### config.mk
export PLATFORM = sky130hd
export DESIGN_NAME = serial_tx_arbiter_flat
export DESIGN_NICKNAME = d
export VERILOG_FILES = /design/src/rtl/serial_tx_arbiter_if.sv /design/src/rtl/serial_tx_arbiter.sv /design/src/flat_wrapper.sv
export SDC_FILE = /design/constraint.sdc
export NUM_CORES = 1
export LEC_CHECK = 0
export CAP_MARGIN = 20
export CORE_MARGIN = 10
export CORE_UTILIZATION = 50
export DETAILED_ROUTE_END_ITERATION = 10
export GPL_TIMING_DRIVEN = 0
export HOLD_SLACK_MARGIN = 0.08
export PLACE_DENSITY_LB_ADDON = 0.3
export SLEW_MARGIN = 20
export SYNTH_ARGS = -nofsm -noshare
export SYNTH_HDL_FRONTEND = slang
export SYNTH_SLANG_ARGS = --single-unit
### constraint.sdc
create_clock -name clk -period 5.8 [get_ports clk]
set_input_delay 0.87 -clock clk [delete_from_list [all_inputs] [get_ports clk]]
set_output_delay 0.87 -clock clk [all_outputs]
set_load 0.02 [all_outputs]
### src/rtl/serial_tx_arbiter_if.sv
// Byte request handshake between NREQ requesters and the serial transmit arbiter.
// Requester i drives req_valid[i] and req_data[8i+7:8i]; the arbiter strobes req_ready[i].
interface serial_tx_arbiter_if #(
  parameter int NREQ = 2
);
  logic [NREQ-1:0]   req_valid;
  logic [NREQ*8-1:0] req_data;
  logic [NREQ-1:0]   req_ready;

  modport master (
    output req_valid,
    output req_data,
    input  req_ready
  );

  modport slave (
    input  req_valid,
    input  req_data,
    output req_ready
  );
endinterface

### src/rtl/serial_tx_arbiter.sv
// Round-robin arbiter serialising NREQ byte requesters onto one tx line.
// Define SERIAL_TX_PARITY_EN to insert an even-parity bit between data and stop.
module serial_tx_arbiter #(
  parameter int NREQ      = 2,
  parameter int STOP_BITS = 1
) (
  input  logic                clk,
  input  logic                reset,
  serial_tx_arbiter_if.slave  req_if,
  output logic                tx,
  output logic                busy,
  output logic [2:0]          grant_id
);

  typedef enum logic [2:0] {
    IDLE,
    START,
    DATA,
    STOP
`ifdef SERIAL_TX_PARITY_EN
    , PARITY
`endif
  } state_t;

  localparam logic [1:0] STOP_LAST = 2'(STOP_BITS - 1);
  localparam logic [2:0] LAST_RST  = 3'(NREQ - 1);

  state_t     state_q, state_d;
  logic [2:0] bit_cnt_q, bit_cnt_d;
  logic [1:0] stop_cnt_q, stop_cnt_d;
  logic [7:0] shift_q, shift_d;
  logic       tx_q, tx_d;
  logic [2:0] grant_q, grant_d;
  logic [2:0] last_q, last_d;
`ifdef SERIAL_TX_PARITY_EN
  logic       par_q, par_d;
`endif

  logic       found;
  logic [2:0] win;
  logic [7:0] win_data;
  logic       in_win;
  logic       hs;
  int         idx;

  // Scan starts just after the last winner, wrapping at NREQ.
  always_comb begin
    found = 1'b0;
    win   = '0;
    idx   = 0;
    for (int i = 1; i <= NREQ; i++) begin
      idx = int'(last_q) + i;
      if (idx >= NREQ) idx = idx - NREQ;
      if (!found && req_if.req_valid[idx]) begin
        found = 1'b1;
        win   = 3'(idx);
      end
    end
  end

  always_comb begin
    win_data = '0;
    for (int j = 0; j < NREQ; j++) begin
      if (win == 3'(j)) win_data = req_if.req_data[j*8 +: 8];
    end
  end

  assign in_win = (state_q == IDLE) ||
                  ((state_q == STOP) && (stop_cnt_q == STOP_LAST));
  assign hs     = in_win && found && !reset;

  always_comb begin
    req_if.req_ready = '0;
    for (int j = 0; j < NREQ; j++) begin
      req_if.req_ready[j] = hs && (win == 3'(j));
    end
  end

  // tx_d is the bit the line carries in the cycle after this one.
  always_comb begin
    state_d    = state_q;
    bit_cnt_d  = bit_cnt_q;
    stop_cnt_d = stop_cnt_q;
    shift_d    = shift_q;
    tx_d       = tx_q;
    grant_d    = grant_q;
    last_d     = last_q;
`ifdef SERIAL_TX_PARITY_EN
    par_d      = par_q;
`endif
    unique case (state_q)
      IDLE: tx_d = 1'b1;
      START: begin
        state_d   = DATA;
        bit_cnt_d = 3'd0;
        tx_d      = shift_q[0];
        shift_d   = shift_q >> 1;
      end
      DATA: begin
        if (bit_cnt_q == 3'd7) begin
`ifdef SERIAL_TX_PARITY_EN
          state_d = PARITY;
          tx_d    = par_q;
`else
          state_d    = STOP;
          stop_cnt_d = 2'd0;
          tx_d       = 1'b1;
`endif
        end else begin
          bit_cnt_d = bit_cnt_q + 3'd1;
          tx_d      = shift_q[0];
          shift_d   = shift_q >> 1;
        end
      end
`ifdef SERIAL_TX_PARITY_EN
      PARITY: begin
        state_d    = STOP;
        stop_cnt_d = 2'd0;
        tx_d       = 1'b1;
      end
`endif
      STOP: begin
        if (stop_cnt_q == STOP_LAST) begin
          state_d = IDLE;
          tx_d    = 1'b1;
        end else begin
          stop_cnt_d = stop_cnt_q + 2'd1;
        end
      end
      default: begin
        state_d = IDLE;
        tx_d    = 1'b1;
      end
    endcase
    if (hs) begin
      state_d = START;
      tx_d    = 1'b0;
      shift_d = win_data;
      grant_d = win;
      last_d  = win;
`ifdef SERIAL_TX_PARITY_EN
      par_d   = ^win_data;
`endif
    end
  end

  always_ff @(posedge clk) begin
    if (reset) begin
      state_q    <= IDLE;
      bit_cnt_q  <= '0;
      stop_cnt_q <= '0;
      shift_q    <= '0;
      tx_q       <= 1'b1;
      grant_q    <= '0;
      last_q     <= LAST_RST;
`ifdef SERIAL_TX_PARITY_EN
      par_q      <= 1'b0;
`endif
    end else begin
      state_q    <= state_d;
      bit_cnt_q  <= bit_cnt_d;
      stop_cnt_q <= stop_cnt_d;
      shift_q    <= shift_d;
      tx_q       <= tx_d;
      grant_q    <= grant_d;
      last_q     <= last_d;
`ifdef SERIAL_TX_PARITY_EN
      par_q      <= par_d;
`endif
    end
  end

  assign tx       = tx_q;
  assign busy     = (state_q != IDLE);
  assign grant_id = grant_q;

endmodule

### src/flat_wrapper.sv
// flat-port wrapper written by rule: the top's interface ports become plain ports
module serial_tx_arbiter_flat 
#(
  parameter int NREQ      = 2,
  parameter int STOP_BITS = 1
)
  (clk, reset, tx, busy, grant_id, req_if_req_valid, req_if_req_data, req_if_req_ready);
  serial_tx_arbiter_if #(.NREQ(NREQ)) req_if_i ();
  input  logic clk;
  input  logic reset;
  output logic tx;
  output logic busy;
  output logic [2:0] grant_id;
  input wire logic [$bits(req_if_i.req_valid)-1:0] req_if_req_valid;
  input wire logic [$bits(req_if_i.req_data)-1:0] req_if_req_data;
  output wire logic [$bits(req_if_i.req_ready)-1:0] req_if_req_ready;
  assign req_if_i.req_valid = req_if_req_valid;
  assign req_if_i.req_data = req_if_req_data;
  assign req_if_req_ready = req_if_i.req_ready;
  serial_tx_arbiter #(.NREQ(NREQ), .STOP_BITS(STOP_BITS)) u_core (.clk(clk), .reset(reset), .req_if(req_if_i), .tx(tx), .busy(busy), .grant_id(grant_id));
endmodule
== Word level (Yosys, flattened, before mapping) ==
Cells that the tools add are included.

* Bitwise operators: 1
* $add $sub $neg: 6
* Order comparisons: 4
* Multiplexer cells: 30
* Equality and inequality tests: 13
* Multiply operators: 0
* Reductions and logical operators: 22
* Shifts and indexed selects: 0
* Div/mod/pow operators: 0

{| class="wikitable"
|+ Operator list
! cell !! count
|-
| $ge 32x3->1 const B || 2
|-
| $lt 32x3->1 const B || 2
|-
| $mux 32 || 2
|-
| $sub 32x3->32 const B || 2
|-
| $mux 8 || 4
|-
| $pmux 8 s2 || 1
|-
| $mux 3 || 5
|-
| $mux 1 || 12
|-
| $pmux 3 s4 || 1
|-
| $reduce_and 3->1 || 3
|-
| $eq 3x1->1 const B || 2
|-
| $eq 3x2->1 const B || 2
|-
| $logic_and 1x1->1 || 6
|-
| $logic_not 3->1 || 2
|-
| $ne 2x2->1 const B || 3
|-
| $ne 3x2->1 const B || 2
|-
| $pmux 3 s2 || 1
|-
| $reduce_bool 3->1 || 2
|-
| $add 3x1->4 const B || 1
|-
| $add 3x2->4 const B || 1
|-
| $mux 2 || 2
|-
| $ne 2x1->1 const B || 2
|-
| $pmux 2 s2 || 1
|-
| $reduce_and 2->1 || 2
|-
| 11 further kinds || 13
|}

* Input port bits: 20
* RAM bits: 0
* Register bits after elaboration: 23
* Output and inout port bits: 7
* Memories: 0
* Logic and storage cells: 84
* ROM bits: 0
* Latch bits: 0

== Longest topological paths before layout ==
Gate-level depths: netlist of the first run.

* Word-level depth: 14
* Depth in mapped cells: 9
* Gate-level depth less buffers: 8

== Least setup slack after synthesis of the first run ==
No wires, ideal clock.

* Kind: register -> output
* Start: reg u_core.last_q[1]
* End: out req_if_req_ready[0]
* Path buffers: 0
* Cell stages (with the launch flop): 8
* Arrival: 2.078 ns
* Required time: 4.930 ns
* Setup slack: 2.852 ns
* Cells stage by stage: dfxtp_1 inv_1 ha_1 inv_1 ha_1 and2_1 a211oi_2 nor4_4

* Cells in the longest elaborated chain, start to end: 13
* Elaborated cells between the ends (all ways): 24
* Those cells by class: add/sub: 4; order compare: 2; mux: 12; reduce/logical: 6

{| class="wikitable"
|+ Ends and longest elaborated chain
! element !! line !! text
|-
| start: declaration || serial_tx_arbiter.sv:34 || <nowiki>logic [2:0] last_q, last_d;</nowiki>
|-
| start signal: assignment || serial_tx_arbiter.sv:166 || <nowiki>last_q <= last_d;</nowiki>
|-
| $add 3x1->4 || serial_tx_arbiter.sv:52 || <nowiki>idx = int'(last_q) + i;</nowiki>
|-
| $ge 32x3->1 || serial_tx_arbiter.sv:53 || <nowiki>if (idx >= NREQ) idx = idx - NREQ;</nowiki>
|-
| $mux 32 || serial_tx_arbiter.sv:53 ||
|-
| $mux 1 (implied by the code) (3 in a row) || serial_tx_arbiter.sv:54 || <nowiki>if (!found && req_if.req_valid[idx]) begin</nowiki>
|-
| $mux 1 || serial_tx_arbiter.sv:54 ||
|-
| $logic_not 1->1 || serial_tx_arbiter.sv:54 ||
|-
| $logic_and 1x1->1 || serial_tx_arbiter.sv:54 ||
|-
| $mux 1 || serial_tx_arbiter.sv:54 ||
|-
| $logic_and 1x1->1 (2 in a row) || serial_tx_arbiter.sv:70 || <nowiki>assign hs = in_win && found && !reset;</nowiki>
|-
| $logic_and 1x1->1 (*) || serial_tx_arbiter.sv:75 || <nowiki>req_if.req_ready[j] = hs && (win == 3'(j));</nowiki>
|-
| end: declaration || flat_wrapper.sv:16 || <nowiki>output wire logic [$bits(req_if_i.req_ready)-1:0] req_if_req_ready;</nowiki>
|}

Every way passes the cells marked *; elsewhere a longest branch is shown, timed or not. The select of a mux whose other input is x is not followed.

== Worst setup path in the final report of the first run ==
Same ends and word-level chain as after synthesis.

==> impl_metrics.json, run 1 <==
{
  "multi_input_area_sq_um": 813,
  "io-pin-count": 27,
  "io_buffers": 25,
  "crit_arrival_ns": 3.08,
  "yosys.area_share.simple_pct": 17.2,
  "cts_tree": "yes",
  "place_congestion": 0.914,
  "rsz0062_at_grt": "false",
  "critPathMaxFanout": 9,
  "cts_max_level": 1,
  "core_area_sq_um": 2480,
  "min_from": "u_core.bit_cnt_q[0]",
  "final-instance-count-excl-fill": 208,
  "place_ws_ns": 1.91,
  "finClkSkew_ns": 0.000986,
  "outcome": "finished clean",
  "drive_above_1_share_pct": 7.87,
  "antenna_left": 0,
  "cts.sinks": 20,
  "cp.buffers_inverters": 3,
  "syn_nets": 183,
  "synth_compound_area_share_pct": 28.7,
  "setup.worst_path.end_class": "primary output",
  "cts_hold_buffers": 0,
  "dp_cells": 205,
  "finalInstanceArea_sq_um": 1600,
  "setup_viol": 0,
  "dieArea_sq_um": 5000,
  "die_w_um": 70.7,
  "worst_slew_pin_slew_ns": 0.632,
  "grt_pass1_vias": 1202,
  "wl_per_cell_um": 14.6,
  "required_ns": 4.93,
  "path_clk_slew_ns": 0.11,
  "cp-start-kind": "flip-flop",
  "dp_hpwl_um": 2410,
  "numCtsBuffers": 3,
  "grt_pass1_wl_um": 5330,
  "clk_latency_ns": 0.30,
  "syn_area_per_cell_sq_um": 8.57,
  "slew_headroom_pct": 57.6,
  "seq_area_sq_um": 400,
  "cts_resized": 0,
  "drc_errors": 0,
  "fmax_ghz": 0.253,
  "finalSetupTns_ns": 0,
  "root_buffer": "clkbuf_4",
  "crit_chain": "inv_1, ha_1, inv_1, ha_1, and2_1, a211oi_2, nor4_4, clkdlybuf4s50_1",
  "reg2reg_slack_ns": 3.28,
  "crit_family": "buffers and inverters",
  "ys_types": 43,
  "row_count": 18,
  "crit_type": "reg -> out",
  "setup_ws_ns": 1.85,
  "slowest_stage": "clkdlybuf4s50_1",
  "initial_utilization_pct": 51.9,
  "fin_crit_ns": 3.95,
  "postCtsSetupBuffers": 0,
  "vias_per_cell": 5.75,
  "critPathMaxStageDelay_ns": 0.70,
  "critPathCapture": "req_if_req_ready[0]",
  "overflow": 0,
  "ys_seq_elements": 20,
  "grt_use_total_pct": 12.1,
  "syn_inst": 150,
  "totalWireLength_um": 3030,
  "yosys_warnings": 0,
  "place_area_sq_um": 1570,
  "yosys.area_share.xor_xnor_pct": 1.95,
  "crit_cells": 8,
  "r2r_cells": 8,
  "yosysSeqAreaShare_pct": 31.1,
  "cap_viol_max_count": 0,
  "post-route-period-util_pct": 68.1,
  "fin_nets": 213,
  "hold_class": "reg -> reg",
  "drt_iter0_markers": 51,
  "slew_viol_final": 0,
  "reg2reg_from": "u_core.last_q[1]",
  "area_delta_synth_final_pct": 24.1,
  "synth_top_family_by_area": "compound AO/OA/AOI/OAI gates",
  "synth_fa_ha_area_share_pct": 12.6,
  "finalHoldViolations": 0,
  "power.leakage_nw": 0.603,
  "die_h_um": 70.7,
  "reg2reg_to": "u_core.shift_q[6]",
  "ir_drop_v": 0.000153,
  "fillers": 228,
  "grt_start_max_net_pins": 11,
  "power.density_nw_per_um2": 226,
  "synth_mux_area_share_pct": 2.72,
  "antenna_found_initial": 0,
  "n_antenna_cell": 0,
  "syn_area_sq_um": 1290,
  "num_vias": 1195,
  "firstDrtPassIters": 4,
  "clock_path_buffers": 2,
  "startpoint": "u_core.last_q[1]"
}
-- worst min-delay path by stage --
stage                     depth (start not counted)                   to  slack (ns)
after floorplan                                   2  u_core.bit_cnt_q[0]        0.44
final                                             2  u_core.bit_cnt_q[0]        0.48
after detailed placement                          2    u_core.shift_q[7]        0.46
after global routing                              2  u_core.bit_cnt_q[0]        0.51
after global placement                            2  u_core.bit_cnt_q[0]        0.45
after CTS                                         2  u_core.bit_cnt_q[0]        0.48
-- cell usage after synthesis (all sizes together) --
cell,instances,share of area [%]
dfxtp,20,31
nand2,20,5.8
a21oi,18,7.0
ha,13,13
inv,11,3.2
o21ai,9,3.5
nor2,8,2.5
a221o,7,5.4
a211oi,3,3.1
a21boi,3,1.8
a32oi,3,2.0
buf,3,1.8
nand3,3,1.2
nor3,3,1.2
and2,2,0.97
clkbuf,2,0.58
mux2i,2,1.8
nor2b,2,0.97
nor3b,2,1.2
xnor2,2,1.9
a21bo,1,0.78
a21o,1,0.58
a22oi,1,0.58
mux2,1,0.88
nand2b,1,0.49
nand3b,1,0.58
nand4b,1,0.68
nor4,1,1.7
o2111ai,1,0.68
o21bai,1,0.58
o311ai,1,0.68
o31ai,1,0.58
o32ai,1,0.68
o41ai,1,0.68
-- worst register-to-register path, stage by stage (launching register included) --
cell      delay (ns)
dfxtp_1         0.53
inv_1           0.14
ha_1            0.38
inv_1           0.08
ha_1            0.30
and2_1          0.15
a211oi_2        0.34
nor4_4          0.13
a221o_1         0.37
-- per-stage QoR --
step | power (W) | hold WS [ns] | utilization (%)
finish | 0.000360 | 0.477 | 64.4
global route | 0.000384 | 0.511 | 64.4
CTS | 0.000362 | 0.478 | 64.4
detailed placement | 0.000297 | 0.463 | 63.5
global placement | 0.000292 | 0.453 | 63.5
floorplan | 0.000253 | 0.444 | -
-- layer usage --
layer,track usage [%],wire length (um),up-vias
li1,-,-,601
met1,14.3,1360,567
met2,20.1,1500,23
met3,4.04,162,4
met4,3.66,21,0
met5,0,0,-
-- flip-flops by register name (all words and copies together) (netlist names) --
name,count
u_core.grant_id,1
u_core.shift_q,8
u_core.stop_cnt_q,2
u_core.bit_cnt_q,3
u_core.tx,1
u_core.last_q,3
u_core.state_q,2
-- cell type report --
type                    instances  share of cell area [%]
inverters                      11                    2.59
repair buffers                 25                    15.7
flip-flops and latches         20                    25.1
multi-input cells             114                    50.9
clock buffers                   3                    1.41
plain buffers                   5                    1.96
well taps                      30                    2.35
-- where the power goes --
group	leakage (nW)	internal, W	switching, W	total (W)
clock network	0.0138	0.0000242	0.0000422	0.0000664
logic	0.426	0.0000608	0.0000712	0.000132
registers	0.164	0.000151	0.0000107	0.000162
-- logic make-up after synthesis --
logic type / after synthesis
compound gates: 52
simple gates: 44
flops: 20
buf+inv: 16
fa+ha+maj: 13
mux: 3
xor+xnor: 2
-- cells in the final DEF (no fill, tap or decap), types with 2 or more instances in the layout --
cell type / synthesis / layout
a221o_1: 7 / 7
nand2_1: 20 / 20
dfxtp_1: 20 / 20
nor2b_1: 2 / 2
ha_1: 13 / 13
nor3_1: 3 / 3
o21ai_1: 2 / 2
nor2_1: 7 / 7
o21ai_0: 7 / 7
clkbuf_4: 0 / 3
a21boi_0: 2 / 2
nand3_1: 3 / 3
clkbuf_1: 2 / 2
nor3b_1: 2 / 2
clkdlybuf4s50_1: 0 / 25
a32oi_1: 3 / 3
and2_1: 2 / 2
a21oi_1: 18 / 18
inv_1: 11 / 11
(Power assumes the default switching activity.)
==> run 2: changes to the inputs <==
- CORE_UTILIZATION: 50 -> 45
- clock period: 5.8 -> 3.38 ns (I/O delays scaled with it)
==> impl_metrics.json, run 2 (synthesis gave the netlist of run 1 again) <==
{
  "grt_pass1_wl_um": 5010,
  "vias_per_cell": 5.58,
  "setup_viol": 0,
  "seq_area_sq_um": 402,
  "cts.sinks": 20,
  "ir_drop_v": 0.000290,
  "crit_type": "reg -> out",
  "setup.worst_path.end_class": "primary output",
  "finClkSkew_ns": 0.00420,
  "slew_headroom_pct": 58.4,
  "io_buffers": 25,
  "place_area_sq_um": 1580,
  "post-route-period-util_pct": 94.3,
  "finalSetupTns_ns": 0,
  "grt_start_max_net_pins": 11,
  "top_regs": "u_core.shift_q x8, u_core.bit_cnt_q x3, u_core.last_q x3",
  "die_h_um": 73.5,
  "setup_ws_ns": 0.193,
  "power.density_nw_per_um2": 384,
  "n_antenna_cell": 0,
  "regMostFlops": "u_core.shift_q",
  "cts_max_level": 1,
  "slew_viol_final": 0,
  "finalHoldViolations": 0,
  "overflow": 0,
  "required_ns": 2.87,
  "path_clk_slew_ns": 0.11,
  "core_area_sq_um": 2730,
  "cts_tree": "yes",
  "cts_hold_buffers": 0,
  "fillers": 240,
  "reg2reg_slack_ns": 0.77,
  "critPathMaxFanout": 9,
  "fin_nets": 214,
  "dieArea_sq_um": 5400,
  "largest_reg_flops": 8,
  "outcome": "finished clean",
  "fin_crit_ns": 3.19,
  "initial_utilization_pct": 47.0,
  "power.leakage_nw": 0.632,
  "root_buffer": "clkbuf_4",
  "row_count": 19,
  "final_cell_mix": "clkdlybuf4s50_1 (23), nand2_1 (20), dfxtp_1 (19), a21oi_1 (18), ha_1 (13)",
  "die_w_um": 73.5,
  "crit_arrival_ns": 2.68,
  "antenna_found_initial": 0,
  "antenna_left": 0,
  "clock_path_buffers": 2,
  "cap_viol_max_count": 0,
  "grt_pass1_vias": 1177,
  "firstDrtPassIters": 4,
  "drive_above_1_share_pct": 8.94,
  "wl_per_cell_um": 14.5,
  "dp_hpwl_um": 2440,
  "hold_class": "reg -> reg",
  "area_delta_synth_final_pct": 26.0,
  "clk_latency_ns": 0.29,
  "multi_input_area_sq_um": 826,
  "drt_iter0_markers": 64,
  "num_vias": 1172,
  "cp-start-kind": "flip-flop",
  "place_ws_ns": 0.142,
  "io-pin-count": 27,
  "totalWireLength_um": 3040,
  "worst_slew_pin_slew_ns": 0.622,
  "drc_errors": 0,
  "place_congestion": 0.862,
  "final_common_cell": "clkdlybuf4s50_1",
  "numCtsBuffers": 3,
  "grt_use_total_pct": 11.3,
  "finalInstanceArea_sq_um": 1620,
  "fmax_ghz": 0.314
}
-- run 2: cell types whose count changed in the layout (fill, tap and decap cells not counted), sizes merged --
cell,previous run,this run
clkdlybuf4s50,25,23
dlygate4sd2,0,1
buf,3,4
dlymetal6s2s,0,1
-- run 2: critical path, stage by stage (launching register included) --
cell and delay, ns:
dfxtp_1 0.38, buf_6 0.16, inv_1 0.08, ha_1 0.35, inv_1 0.08, ha_1 0.29
and2_1 0.17, a211oi_4 0.08, nor4_4 0.40, dlygate4sd2_1 0.39
-- run 2: final cells by class --
type,count,share of cell area (%)
inverters,11,2.55
plain buffers,5,1.93
well taps,31,2.39
clock buffers,3,1.39
flip-flops and latches,20,24.8
repair buffers,26,16.0
multi-input cells,114,51.0
-- run 2: metal layers --
layer,up-vias,routed length (um),global-route usage (%)
met5,-,0,0
met1,541,1340,12.6
met3,2,204,4.04
met4,0,25,3.73
met2,31,1470,19.3
li1,598,-,-
-- run 2: worst paths after layout --
kind	cells past startpoint	startpoint	endpoint
worst max register to register	10	u_core.last_q[0]	u_core.shift_q[1]
worst min register to register	2	u_core.shift_q[7]	u_core.shift_q[7]
worst max-delay path	9	u_core.last_q[0]	req_if_req_ready[0]
worst min-delay path	2	u_core.shift_q[7]	u_core.shift_q[7]
-- run 2: what timing repair did --
action,4_1_cts,5_1_grt
gates cloned,0,0
pin swaps,0,2
setup buffers,0,1
setup endpoints to repair,2,2
gates resized for setup,4,1
-- run 2: power breakdown --
part	total, W	switching, W	internal, W
sequential	0.000277	0.0000175	0.000260
combinational	0.000236	0.000128	0.000108
clock	0.000109	0.0000678	0.0000414
total	0.000622	0.000213	0.000409
-- run 2: per-stage QoR --
| stage | power (W) | std cells | hold WS, ns | utilization (%) |
|---|---|---|---|---|
| 3_5_place_dp | 0.000509 | 206 | 0.476 | 57.6 |
| 6_report | 0.000622 | 210 | 0.486 | 59.3 |
| 3_3_place_gp | 0.000502 | 206 | 0.452 | 57.6 |
| 4_1_cts | 0.000626 | 209 | 0.495 | 58.9 |
| 5_1_grt | 0.000661 | 210 | 0.521 | 59.3 |
| 2_1_floorplan | 0.000434 | 150 | 0.444 | - |
==> run 3: changes to the inputs <==
- CORE_UTILIZATION: 45 -> 47
- CTS_BUF_LIST: unset -> sky130_fd_sc_hd__clkbuf_4
==> impl_metrics.json, run 3 (synthesis gave the netlist of run 1 again) <==
{
  "overflow": 0,
  "hold_class": "reg -> reg",
  "antenna_found_initial": 0,
  "setup_viol": 0,
  "post-route-period-util_pct": 93.7,
  "n_antenna_cell": 0,
  "antenna_left": 0,
  "numCtsBuffers": 3,
  "slowest_stage": "dfxtp_1",
  "dp_hpwl_um": 2390,
  "area_delta_synth_final_pct": 25.5,
  "reg2reg_to": "u_core.shift_q[2]",
  "place_area_sq_um": 1570,
  "critPathMaxStageDelay_ns": 0.41,
  "min_path_cells": 2,
  "setup.worst_path.end_class": "primary output",
  "cts_tree": "yes",
  "crit_type": "reg -> out",
  "drt_iter0_markers": 45,
  "crit_chain": "buf_6, inv_1, ha_1, inv_1, ha_1, and2_1, a211oi_4, nor2_2, dlygate4sd2_1",
  "required_ns": 2.87,
  "outcome": "finished clean",
  "totalWireLength_um": 3110,
  "grt_pass1_vias": 1177,
  "firstDrtPassIters": 4,
  "vias_per_cell": 5.73,
  "wl_per_cell_um": 14.8,
  "clk_latency_ns": 0.32,
  "fmax_ghz": 0.316,
  "power.leakage_nw": 0.620,
  "reg2reg_slack_ns": 0.82,
  "final_common_cell": "clkdlybuf4s50_1",
  "num_vias": 1203,
  "cts.sinks": 20,
  "min_from": "u_core.bit_cnt_q[0]",
  "io_buffers": 25,
  "core_area_sq_um": 2540,
  "io-pin-count": 27,
  "initial_utilization_pct": 50.5,
  "drive_above_1_share_pct": 8.89,
  "die_w_um": 72.3,
  "crit_arrival_ns": 2.66,
  "fin_worst_hold_slack_ns": 0.494,
  "worst_slew_pin_slew_ns": 0.605,
  "path_clk_slew_ns": 0.12,
  "fin_crit_ns": 3.17,
  "r2r_cells": 10,
  "critPathMaxFanout": 9,
  "top_regs": "u_core.shift_q x8, u_core.bit_cnt_q x3, u_core.last_q x3",
  "final_cell_mix": "clkdlybuf4s50_1 (23), nand2_1 (20), dfxtp_1 (19), a21oi_1 (18), ha_1 (13)",
  "finalHoldViolations": 0,
  "finalSetupTns_ns": 0,
  "power.density_nw_per_um2": 395,
  "drc_errors": 0,
  "die_h_um": 72.3,
  "fin_nets": 214,
  "slew_viol_final": 0,
  "fillers": 233,
  "finalInstanceArea_sq_um": 1610,
  "grt_pass1_wl_um": 5240,
  "grt_use_total_pct": 12.0,
  "grt_start_max_net_pins": 12,
  "reg2reg_from": "u_core.last_q[0]",
  "min_to": "u_core.bit_cnt_q[0]",
  "root_buffer": "clkbuf_4",
  "clock_path_buffers": 2,
  "row_count": 18,
  "largest_reg_flops": 8,
  "cp-start-kind": "flip-flop",
  "rsz0062_at_grt": "false",
  "cts_max_level": 1,
  "cap_viol_max_count": 0,
  "finClkSkew_ns": 0.00182,
  "regMostFlops": "u_core.shift_q",
  "slew_headroom_pct": 59.6,
  "ir_drop_v": 0.000343,
  "dieArea_sq_um": 5230,
  "place_congestion": 0.783
}
-- run 3: cell types whose count changed in the layout (fill, tap and decap cells not counted), sizes merged --
cell / delta
dlymetal6s2s: -1
clkinv: +1
dlygate4sd2: +1
-- run 3: worst max path at each step --
| stage | from | slack (ns) | endpoint | cells after the start |
|---|---|---|---|---|
| after floorplan | u_core.last_q[1] | 0.80 | req_if_req_ready[0] | 7 |
| after global placement | u_core.last_q[1] | 0.17 | req_if_req_ready[0] | 8 |
| after detailed placement | u_core.last_q[1] | 0.15 | req_if_req_ready[0] | 8 |
| after CTS | u_core.last_q[0] | 0.22 | req_if_req_ready[1] | 9 |
| after global routing | u_core.last_q[0] | 0.05 | req_if_req_ready[1] | 9 |
| final | u_core.last_q[0] | 0.21 | req_if_req_ready[1] | 9 |
-- run 3: where the power goes --
part	internal, W	switching (W)	leakage, nW	total, W
registers	0.000260	0.0000180	0.164	0.000278
clock network	0.0000433	0.0000810	0.0154	0.000124
logic	0.000107	0.000129	0.440	0.000236
-- run 3: final cells by class --
class	count	area [sq um]	area share [%]
sequential	20	402	24.9
clock inverter	1	3.75	0.233
clock buffer	3	22.5	1.40
tap	30	37.5	2.33
inverter	11	41.3	2.56
buffer	5	31.3	1.94
multi-input combinational	114	821	50.9
timing repair buffer	26	255	15.8
-- run 3: critical path: cells and delay by family, from the launching register on --
kind / cells / cell delay [ns]
flops: 1 / 0.41
buf+inv: 4 / 0.67
compound gates: 1 / 0.29
simple gates: 2 / 0.32
fa+ha+maj: 2 / 0.65
-- run 3: timing repair --
action / 4_1_cts / 5_1_grt
gates resized for setup: 4 / 0
hold buffers: 0 / 0
setup buffers: 1 / 0
endpoints found under the setup margin: 2 / 0
-- run 3: stage by stage --
| step | setup WS, ns | util (%) | cells | total power (W) |
|---|---|---|---|---|
| floorplan | 0.795 | - | 150 | 0.000434 |
| global placement | 0.171 | 61.8 | 205 | 0.000502 |
| detailed placement | 0.153 | 61.8 | 205 | 0.000510 |
| global route | 0.0520 | 63.4 | 210 | 0.000677 |
| CTS | 0.220 | 63.4 | 210 | 0.000640 |
| finish | 0.212 | 63.4 | 210 | 0.000638 |
-- run 3: layer usage --
metal  vias to the layer above  global-route usage, %  wire length, um
met5                         -                      0                0
met4                         0                   3.44               38
met3                         4                   4.35              277
met2                        43                   18.7             1400
met1                       555                   15.1             1400
li1                        601                      -                -
